[src/rtl/hazard_pkg.sv]
// Shared constants and helpers for the hazard/forwarding controller.
// A scoreboard entry is a flat vector {rd, is_load, we, valid}; the field offsets are below.
package hazard_pkg;

    localparam int FWD_REGFILE = 0;

    localparam int STG_X  = 1;
    localparam int STG_M  = 2;
    localparam int STG_WB = 3;

    localparam int ENT_VALID = 0;
    localparam int ENT_WE    = 1;
    localparam int ENT_LOAD  = 2;
    localparam int ENT_RD    = 3;

    // Same layout as the flat entry vector when the register address is 5 bits wide.
    typedef struct packed {
        logic [4:0] rd;
        logic       is_load;
        logic       we;
        logic       valid;
    } sb_entry_t;

    function automatic int sel_width(input int depth);
        return $clog2(depth + 1);
    endfunction

    function automatic int ent_width(input int reg_aw);
        return ENT_RD + reg_aw;
    endfunction

endpackage

[src/rtl/hazard_ctrl_fwd_match.sv]
// Priority matcher for one source operand against all scoreboard entries.
// Reports the youngest producer; a producer in the last stage is served by the regfile.
module fwd_match
    import hazard_pkg::*;
#(
    parameter int DEPTH  = 3,
    parameter int REG_AW = 5,
    parameter int SELW   = sel_width(DEPTH),
    parameter int ENTW   = ent_width(REG_AW)
) (
    input  logic [REG_AW-1:0]     rs,
    input  logic                  used,
    input  logic [DEPTH*ENTW-1:0] entries,
    output logic                  hit,
    output logic [SELW-1:0]       fwd_j,
    output logic                  is_load
);

    logic [DEPTH-1:0] match;
    logic             any_match;
    int               youngest;

    generate
        for (genvar gi = 0; gi < DEPTH; gi++) begin : g_cmp
            assign match[gi] = used
                             & (rs != '0)
                             & entries[gi*ENTW + ENT_VALID]
                             & entries[gi*ENTW + ENT_WE]
                             & (entries[gi*ENTW + ENT_RD +: REG_AW] == rs);
        end
    endgenerate

    always_comb begin
        any_match = 1'b0;
        youngest  = 0;
        // Scan oldest to youngest so the smallest index is the one left standing.
        for (int k = DEPTH - 1; k >= 0; k--) begin
            if (match[k]) begin
                any_match = 1'b1;
                youngest  = k;
            end
        end
        hit     = any_match && (youngest != DEPTH - 1);
        fwd_j   = hit ? SELW'(youngest + 2) : '0;
        is_load = any_match & entries[youngest*ENTW + ENT_LOAD];
    end

endmodule

[src/rtl/hazard_ctrl.sv]
// Hazard/forwarding controller: in-flight destination scoreboard, per-source bypass
// selects, load-use stall, branch/jump squash window and writeback enables.
module hazard_ctrl
    import hazard_pkg::*;
#(
    parameter int DEPTH       = STG_WB,
    parameter int NUM_SRC     = 2,
    parameter int REG_AW      = 5,
    parameter int LOAD_LAT    = 1,
    parameter int KILL_CYCLES = 1,
    parameter int SELW        = sel_width(DEPTH)
) (
    input  logic                      clk,
    input  logic                      reset,
    input  logic                      id_valid,
    input  logic [NUM_SRC*REG_AW-1:0] id_rs,
    input  logic [NUM_SRC-1:0]        id_rs_used,
    input  logic [REG_AW-1:0]         id_rd,
    input  logic                      id_we,
    input  logic                      id_is_load,
    input  logic                      kill,
    output logic                      stall,
    output logic                      squash,
    output logic                      issue_valid,
    output logic [NUM_SRC*SELW-1:0]   fwd_sel,
    output logic [DEPTH-1:0]          stage_valid,
    output logic                      wb_we,
    output logic [REG_AW-1:0]         wb_rd
);

    localparam int ENTW = ent_width(REG_AW);
    localparam int KW   = (KILL_CYCLES > 0) ? $clog2(KILL_CYCLES + 1) : 1;
    localparam int WB_BASE = (DEPTH - 1) * ENTW;
    // A load produced in stage j is only usable once j reaches this stage.
    localparam logic [SELW-1:0] STALL_LIM = SELW'(STG_M + LOAD_LAT);

    logic [DEPTH*ENTW-1:0]   ent_q, ent_d;
    logic [KW-1:0]           kill_cnt_q, kill_cnt_d;
    logic [NUM_SRC*SELW-1:0] fwd_sel_q, fwd_sel_d;

    logic                    issue;
    logic [ENTW-1:0]         new_ent;
    logic [NUM_SRC-1:0]      src_hit;
    logic [NUM_SRC-1:0]      src_load;
    logic [NUM_SRC-1:0]      src_hazard;
    logic [NUM_SRC*SELW-1:0] src_j;
    logic [NUM_SRC*SELW-1:0] sel_now;

    generate
        for (genvar gi = 0; gi < NUM_SRC; gi++) begin : g_src
            fwd_match #(
                .DEPTH  (DEPTH),
                .REG_AW (REG_AW),
                .SELW   (SELW),
                .ENTW   (ENTW)
            ) u_match (
                .rs      (id_rs[gi*REG_AW +: REG_AW]),
                .used    (id_rs_used[gi]),
                .entries (ent_q),
                .hit     (src_hit[gi]),
                .fwd_j   (src_j[gi*SELW +: SELW]),
                .is_load (src_load[gi])
            );

            assign src_hazard[gi] = src_hit[gi] & src_load[gi]
                                  & (src_j[gi*SELW +: SELW] < STALL_LIM);
            assign sel_now[gi*SELW +: SELW] = src_hit[gi] ? src_j[gi*SELW +: SELW]
                                                          : SELW'(FWD_REGFILE);
        end

        for (genvar gi = 0; gi < DEPTH; gi++) begin : g_stage
            assign stage_valid[gi] = ent_q[gi*ENTW + ENT_VALID];
        end
    endgenerate

    always_comb begin
        squash = ~reset & (kill | (kill_cnt_q != '0));
        // A squashed instruction is thrown away, so it must never hold the front end.
        stall  = ~reset & ~squash & id_valid & (|src_hazard);
        issue  = id_valid & ~stall & ~squash;

        new_ent = '0;
        if (issue) begin
            new_ent[ENT_VALID]         = 1'b1;
            new_ent[ENT_WE]            = id_we;
            new_ent[ENT_LOAD]          = id_is_load;
            new_ent[ENT_RD +: REG_AW]  = id_rd;
        end
        ent_d = {ent_q[WB_BASE-1:0], new_ent};

        fwd_sel_d = issue ? sel_now : '0;

        kill_cnt_d = kill_cnt_q;
        if (kill) begin
            kill_cnt_d = KW'(KILL_CYCLES);
        end else if (kill_cnt_q != '0) begin
            kill_cnt_d = kill_cnt_q - KW'(1);
        end
    end

    always_ff @(posedge clk) begin
        if (reset) begin
            ent_q      <= '0;
            kill_cnt_q <= '0;
            fwd_sel_q  <= '0;
        end else begin
            ent_q      <= ent_d;
            kill_cnt_q <= kill_cnt_d;
            fwd_sel_q  <= fwd_sel_d;
        end
    end

    assign issue_valid = ent_q[(STG_X-1)*ENTW + ENT_VALID];
    assign fwd_sel     = fwd_sel_q;
    assign wb_rd       = ent_q[WB_BASE + ENT_RD +: REG_AW];
    assign wb_we       = ent_q[WB_BASE + ENT_VALID] & ent_q[WB_BASE + ENT_WE]
                       & (wb_rd != '0);

endmodule
[config.mk]
export PLATFORM = sky130hd
export DESIGN_NAME = hazard_ctrl
export DESIGN_NICKNAME = d
export VERILOG_FILES = /design/src/rtl/hazard_pkg.sv /design/src/rtl/hazard_ctrl_fwd_match.sv /design/src/rtl/hazard_ctrl.sv
export SDC_FILE = /design/constraint.sdc
export NUM_CORES = 1
export LEC_CHECK = 0
export ABC_AREA = 1
export BUFFER_PORTS_ARGS = -buffer_cell sky130_fd_sc_hd__buf_4
export CAP_MARGIN = 40
export CELL_PAD_IN_SITES_DETAIL_PLACEMENT = 1
export CELL_PAD_IN_SITES_GLOBAL_PLACEMENT = 1
export CORE_ASPECT_RATIO = 0.8
export CORE_UTILIZATION = 40
export DETAILED_ROUTE_END_ITERATION = 16
export GPL_TIMING_DRIVEN = 0
export PLACE_DENSITY_LB_ADDON = 0.12
export SYNTH_ARGS = -nofsm -noshare
export SYNTH_HDL_FRONTEND = slang
export SYNTH_HIERARCHICAL = 1
export SYNTH_SLANG_ARGS = --single-unit
export TNS_END_PERCENT = 1
[constraint.sdc]
create_clock -name clk -period 3.05 [get_ports clk]
set_clock_uncertainty 0.2 [all_clocks]
set_input_delay 0.1525 -clock clk [delete_from_list [all_inputs] [get_ports clk]]
set_output_delay 0.1525 -clock clk [all_outputs]
set_load 0.01 [all_outputs]
# --- Word-level counts from Yosys, hierarchy flattened ---
# Index checks and enable logic that the tools add are counted.
totals:
  reg_bits: 29
  inputBits: 23
  out_inout_bits: 16
  wordCells: 95
classes:
  addsub: 5
  magnitude_cmp: 4
  eq_ne: 8
  n_mux: 23
  bitwise_logic: 41
  n_reduce_logical: 9
op_table:
  columns: ["op", "count"]
  rows:
  - ["32-bit by 7-bit < comparator with 1-bit output (second input constant)", 2]
  - ["1-bit bitwise AND", 34]
  - ["5-bit equality test", 6]
  - ["2-bit 2-to-1 mux", 8]
  - ["5-bit nonzero test", 3]
  - ["1-bit 2-to-1 mux", 13]
  - ["5-bit by 2-bit adder with 6-bit output (second input constant)", 2]
  - ["1-bit binary-select mux with 5-bit select", 2]
  - ["1-bit NOT", 6]
  - ["3-bit OR reduction", 2]
  - ["2-bit adder (second input constant)", 2]
  - ["2-bit < comparator (second input constant)", 2]
  - ["2-bit inequality test (second input constant)", 2]
  - ["2-bit OR reduction", 2]
  - ["1-bit logical AND", 2]
  - ["1-bit OR", 1]
  - ["1-bit subtractor (second input constant)", 1]

# --- Depth between registers and ports, before layout ---
logic_depth:
  ltp_word: 22
  ltp_mapped: 17
  depth_no_buf: 17

# --- By module ---
# Netlist, hierarchy kept.
modules_own_cells:
  columns: ["mod", "instances", "cells_per_inst", "area_each_um2", "seq_area_each_um2"]
  rows:
  - ["hazard_ctrl", 1, 120, 1021.0, 580.6]
  - ["fwd_match", 2, 105, 454.2, 0.0]

# --- Worst setup path after synthesis ---
# Ideal clock, no wire load.
synth_path:
  kind: "flip-flop to output port"
  startpoint: "register ent_q[0]"
  endpoint: "output port stall"
  arrival_time_ns: 1.497
  t_required_ns: 2.697
  setup_slack_ns: 1.200
  path_stages_with_launch: 15
  n_path_buf: 0
  cell_sequence: "dfxtp_1 nand2_1 a21oi_1 nand2_1 nor2_2 nand3_1 nand3_1 nand2_1 nor2_1 nand2_1 inv_1 nand2_1 nand2_1 inv_1 nor2_1"
synth_via:
  elab_chain_len: 13
  elab_cells_between_ends: 36
  classes_between: "add/sub (4); order compare (2); eq/ne (2); mux (12); bitwise (13); reduce/logical (3)"
synth_lines:
  columns: ["element", "line_no", "text"]
  rows:
  - ["start, declared", "hazard_ctrl.sv:37", "logic [DEPTH*ENTW-1:0] ent_q, ent_d;"]
  - ["start signal, assigned", "hazard_ctrl.sv:107", "ent_q <= ent_d;"]
  - ["1-bit bitwise AND", "hazard_ctrl_fwd_match.sv:27", "& entries[gi*ENTW + ENT_VALID]"]
  - ["1-bit bitwise AND", "hazard_ctrl_fwd_match.sv:28", "& entries[gi*ENTW + ENT_WE]"]
  - ["1-bit bitwise AND", "hazard_ctrl_fwd_match.sv:29", "& (entries[gi*ENTW + ENT_RD +: REG_AW] == rs);"]
  - ["2-bit 2-to-1 mux", "hazard_ctrl_fwd_match.sv:38", "if (match[k]) begin"]
  - ["5-bit by 2-bit adder with 6-bit output", "hazard_ctrl_fwd_match.sv:45", "is_load = any_match & entries[youngest*ENTW + ENT_LOAD];"]
  - ["1-bit binary-select mux with 5-bit select", "hazard_ctrl_fwd_match.sv:45", null]
  - ["1-bit 2-to-1 mux (implied by the code) (2 in a row)", "hazard_ctrl_fwd_match.sv:45", null]
  - ["1-bit bitwise AND (*)", "hazard_ctrl_fwd_match.sv:45", null]
  - ["named net src_load[1]", "hazard_ctrl.sv:44", "logic [NUM_SRC-1:0] src_load;"]
  - ["1-bit bitwise AND (*)", "hazard_ctrl.sv:65", "assign src_hazard[gi] = src_hit[gi] & src_load[gi]"]
  - ["1-bit bitwise AND (*)", "hazard_ctrl.sv:66", "& (src_j[gi*SELW +: SELW] < STALL_LIM);"]
  - ["2-bit OR reduction (*)", "hazard_ctrl.sv:79", "stall = ~reset & ~squash & id_valid & (|src_hazard);"]
  - ["1-bit bitwise AND (*)", "hazard_ctrl.sv:79", null]
  - ["end, declared", "hazard_ctrl.sv:22", "output logic stall,"]
# Mark *: on every way through the listed nets, which the timed path passes. The rest lies on a longest branch. The select of a mux whose other input is x is not followed.

# --- Worst setup path after layout ---
layout_path:
  startpoint: "register ent_q[14]"
  endpoint: "output port stall"
layout_via:
  elab_chain_len: 13
  elab_cells_between_ends: 38
  classes_between: "add/sub (4); order compare (2); eq/ne (4); mux (16); bitwise (9); reduce/logical (3)"
layout_lines:
  columns: ["element", "line_no"]
  rows:
  - ["5-bit equality test", "hazard_ctrl_fwd_match.sv:29"]
  - ["1-bit bitwise AND", "hazard_ctrl_fwd_match.sv:29"]
  - ["2-bit 2-to-1 mux (2 in a row)", "hazard_ctrl_fwd_match.sv:38"]
  - ["5-bit by 2-bit adder with 6-bit output", "hazard_ctrl_fwd_match.sv:45"]
  - ["1-bit binary-select mux with 5-bit select", "hazard_ctrl_fwd_match.sv:45"]
  - ["1-bit 2-to-1 mux (implied by the code) (2 in a row)", "hazard_ctrl_fwd_match.sv:45"]
  - ["1-bit bitwise AND (*)", "hazard_ctrl_fwd_match.sv:45"]
  - ["named net src_load[1]", "hazard_ctrl.sv:44"]
  - ["1-bit bitwise AND (*)", "hazard_ctrl.sv:65"]
  - ["1-bit bitwise AND (*)", "hazard_ctrl.sv:66"]
  - ["2-bit OR reduction (*)", "hazard_ctrl.sv:79"]
  - ["1-bit bitwise AND (*)", "hazard_ctrl.sv:79"]
# Marked as above.

==> summary.txt <==
Hold path
  – Hold crit path type: input port to flip-flop

Synth
  – Asr flop ratio synth: 0%
  – Ys Warns: 6
  – Mapped cell area: 0.001929 mm²
  – Register area share after synthesis: 30.09%
  – Number of synthesized register bits: 29
  – Primary FF master, synth: dfxtp_1
  – Syn avg cell area: 5.847 µm²
  – Distinct cells, synth: 22
  – Mapped Cells: 330
  – Post-synth EDFFs: 0
  – Mapped Nets: 353

Final layout
  – Fillers: 659
  – Layout overhead on the synthesized area: 27.43%
  – Most frequent cells in the layout: 97 x nand2_1, 65 x inv_1, 51 x nor2_1
  – Reg area: 580.6 µm²
  – Commonest non-fill, non-tap cell in the layout: nand2_1
  – Area of the multi-input gates: 974.7 µm²
  – Ant. Diodes: 0
  – Nets: 406
  – Fin area: 0.002459 mm²
  – Layout cells sized above 1: 22.19%

Routing
  – Number of routed nets with antenna violations: 0
  – First DRT Iteration DRCs: 67
  – DRC viols: 0
  – Vias per cell: 4.567
  – Mean routed wirelength per cell: 12.40 µm
  – Drt first pass iters: 4
  – Vias: 2,023
  – Final wirelength: 5.495 mm

Global routing
  – Largest net degree at the start of global routing: 11
  – Initial antenna violation count: 0
  – Vias in the first global route: 2,118
  – GRT Overall Usage: 24.29%
  – Overflow left after global routing: 0
  – First-pass GRT wire length: 9.301 mm

Critical path
  – Crit path buffers/inverters: 4
  – Critical Path Sink Type: output port
  – Worst path top cell family by delay: simple AND/OR/NAND/NOR gates
  – Crit-path cells: inv_1 > nand2_1 > nand2_1 > nor2_1 > nand2_1 > nor2_1 > nand3_1 > nor2_1 > nor2_1 > nand2_1 > inv_1 > nand2_1 > nand2_1 > inv_1 > nor2_1 > buf_4
  – Setup crit start kind: flip-flop
  – Critical path required time: 2.70 ns
  – Crit-path max FO: 5
  – Top cell by count, worst path: nand2_1
  – Worst Path Arrival: 2.08 ns
  – CP max-delay cell: dfxtp_1
  – CP max stage delay: 0.44 ns
  – Critical path type: flip-flop to output port

STA
  – Fmax: 0.4106 GHz
  – Final Hold Vio Count: 0
  – TNS Setup: 0 ns
  – Slew HR: 81.17%
  – Max-slew violation count: 0
  – RSZ-0062 raised after global routing: no
  – Setup violations, final: 0
  – Worst Tran Pin Value: 0.2820 ns
  – Final worst-path cycle share: 79.86%
  – Post-layout min period: 2.436 ns

Power
  – Pwr Density: 340.8 mW/mm²
  – Peak VDD IR: 0.2310 mV
  – Lkg Pwr: 0.001281 µW

Flow run
  – MaxCap Viol Count: 0

Clocking
  – Register clock-pin slew on the reported worst setup and hold paths: 0.06 ns
  – Clock root buffer master: clkbuf_8
  – Clock Latency Late Sink: 0.28 ns
  – H-tree lvl count: 2
  – Clock buffer depth: 2
  – CTS Sinks: 29
  – CTS Buf Count: 5
  – CTS resizes: 0
  – TritonCTS clock tree: built

Placement
  – Dpl hpwl: 4.392 mm
  – Port buffer count: 37
  – GP Congestion: 0.8931
  – Dpl cell area: 0.002282 mm²

Die
  – I/O pin count: 39
  – Row count: 22
  – Core area: 0.004597 mm²
  – Die Ht: 64.12 µm
  – Initial core utilization: 41.97%
  – DIE AREA: 0.005107 mm²
  – Die extent in x: 79.65 µm

Run status
  – Status: complete, no violations
==> through the flow <==
| step | worst slack (ns) | hold WS, ns | std cells | power (µW) | util, % |
|---|---|---|---|---|---|
| 6_report | 0.6143 | 0.08243 | 443 | 837.9 | 53.48 |
| 5_1_grt | 0.2942 | 0.09339 | 443 | 881.1 | 53.48 |
| 4_1_cts | 0.6122 | 0.07754 | 443 | 847.1 | 53.48 |
| 3_5_place_dp | 0.9241 | 0.1792 | 427 | 518.4 | 49.65 |
| 3_3_place_gp | 1.016 | 0.1754 | 427 | 515.1 | 49.65 |
| 2_1_floorplan | 1.200 | 0.07900 | 330 | 466.6 | - |
==> layer usage <==
layer  share of wire, %  track usage [%]  routed length, µm  vias to the layer above
met5                  0                0                  0                        -
met2                 47            41.67               2586                       38
li1                   -                -                  -                     1061
met1                 49            30.51               2667                      917
met4                1.1            7.955                 63                        0
met3                3.2            4.286                178                        7
==> cells by family after synthesis <==
group | count (synthesis) | synth area share (%)
AOI/OAI and AO/OA | 7 | 1.816
and+or+nand+nor | 199 | 45.98
xor gates and xnor gates | 6 | 2.724
buffers and inverters | 89 | 19.39
DFF | 29 | 30.09
==> layout make-up <==
| class | instances | share of cell area (%) |
|---|---|---|
| plain buffers | 10 | 3.104 |
| clock buffers | 7 | 3.511 |
| inverters | 79 | 12.11 |
| multi-input cells | 212 | 39.64 |
| flip-flops and latches | 29 | 23.61 |
| well taps | 60 | 3.053 |
| repair buffers | 46 | 14.96 |
==> worst paths after layout <==
path	startpoint	end	slack, ns	depth (start not counted)
hold / removal	id_valid	fwd_sel[0]	0.08	5
setup reg to reg	ent_q[14]	ent_q[6]	0.97	16
setup / recovery	ent_q[14]	stall	0.61	16
hold reg to reg	ent_q[9]	ent_q[17]	0.24	2
==> power by group <==
group          switching, µW  total [µW]  internal, µW  leakage (µW)
combinational           69.6         127          57.5       0.00100
sequential              8.02         393           385      0.000235
clock                    139         318           179     0.0000443
==> cells in the mapped netlist (5+ instances only) <==
| cell | count | area share, % |
|---|---|---|
| a21oi_1 | 5 | 1.3 |
| buf_4 | 8 | 3.1 |
| inv_2 | 13 | 2.5 |
| inv_1 | 65 | 13 |
| dfxtp_1 | 29 | 30 |
| nand2_1 | 97 | 19 |
| nor2_1 | 51 | 9.9 |
| nand3_1 | 22 | 5.7 |
| nor2_2 | 11 | 3.6 |
==> registers in the layout, summed over array words and instances (netlist names) <==
register,flops
kill_cnt_q,1
fwd_sel,4
ent_q,24
==> tightest hold or removal path, cell delays in order <==
cell and delay [ns]:
buf_4 0.12, nand2_4 0.08, nor2_8 0.05, nand4_1 0.08
nor2_1 0.04
==> timing repair <==
action	in CTS	in global routing
buffers inserted	0	0
hold endpoints to repair	14	0
hold buffers	9	0
Power figures use the tool's default switching activity.
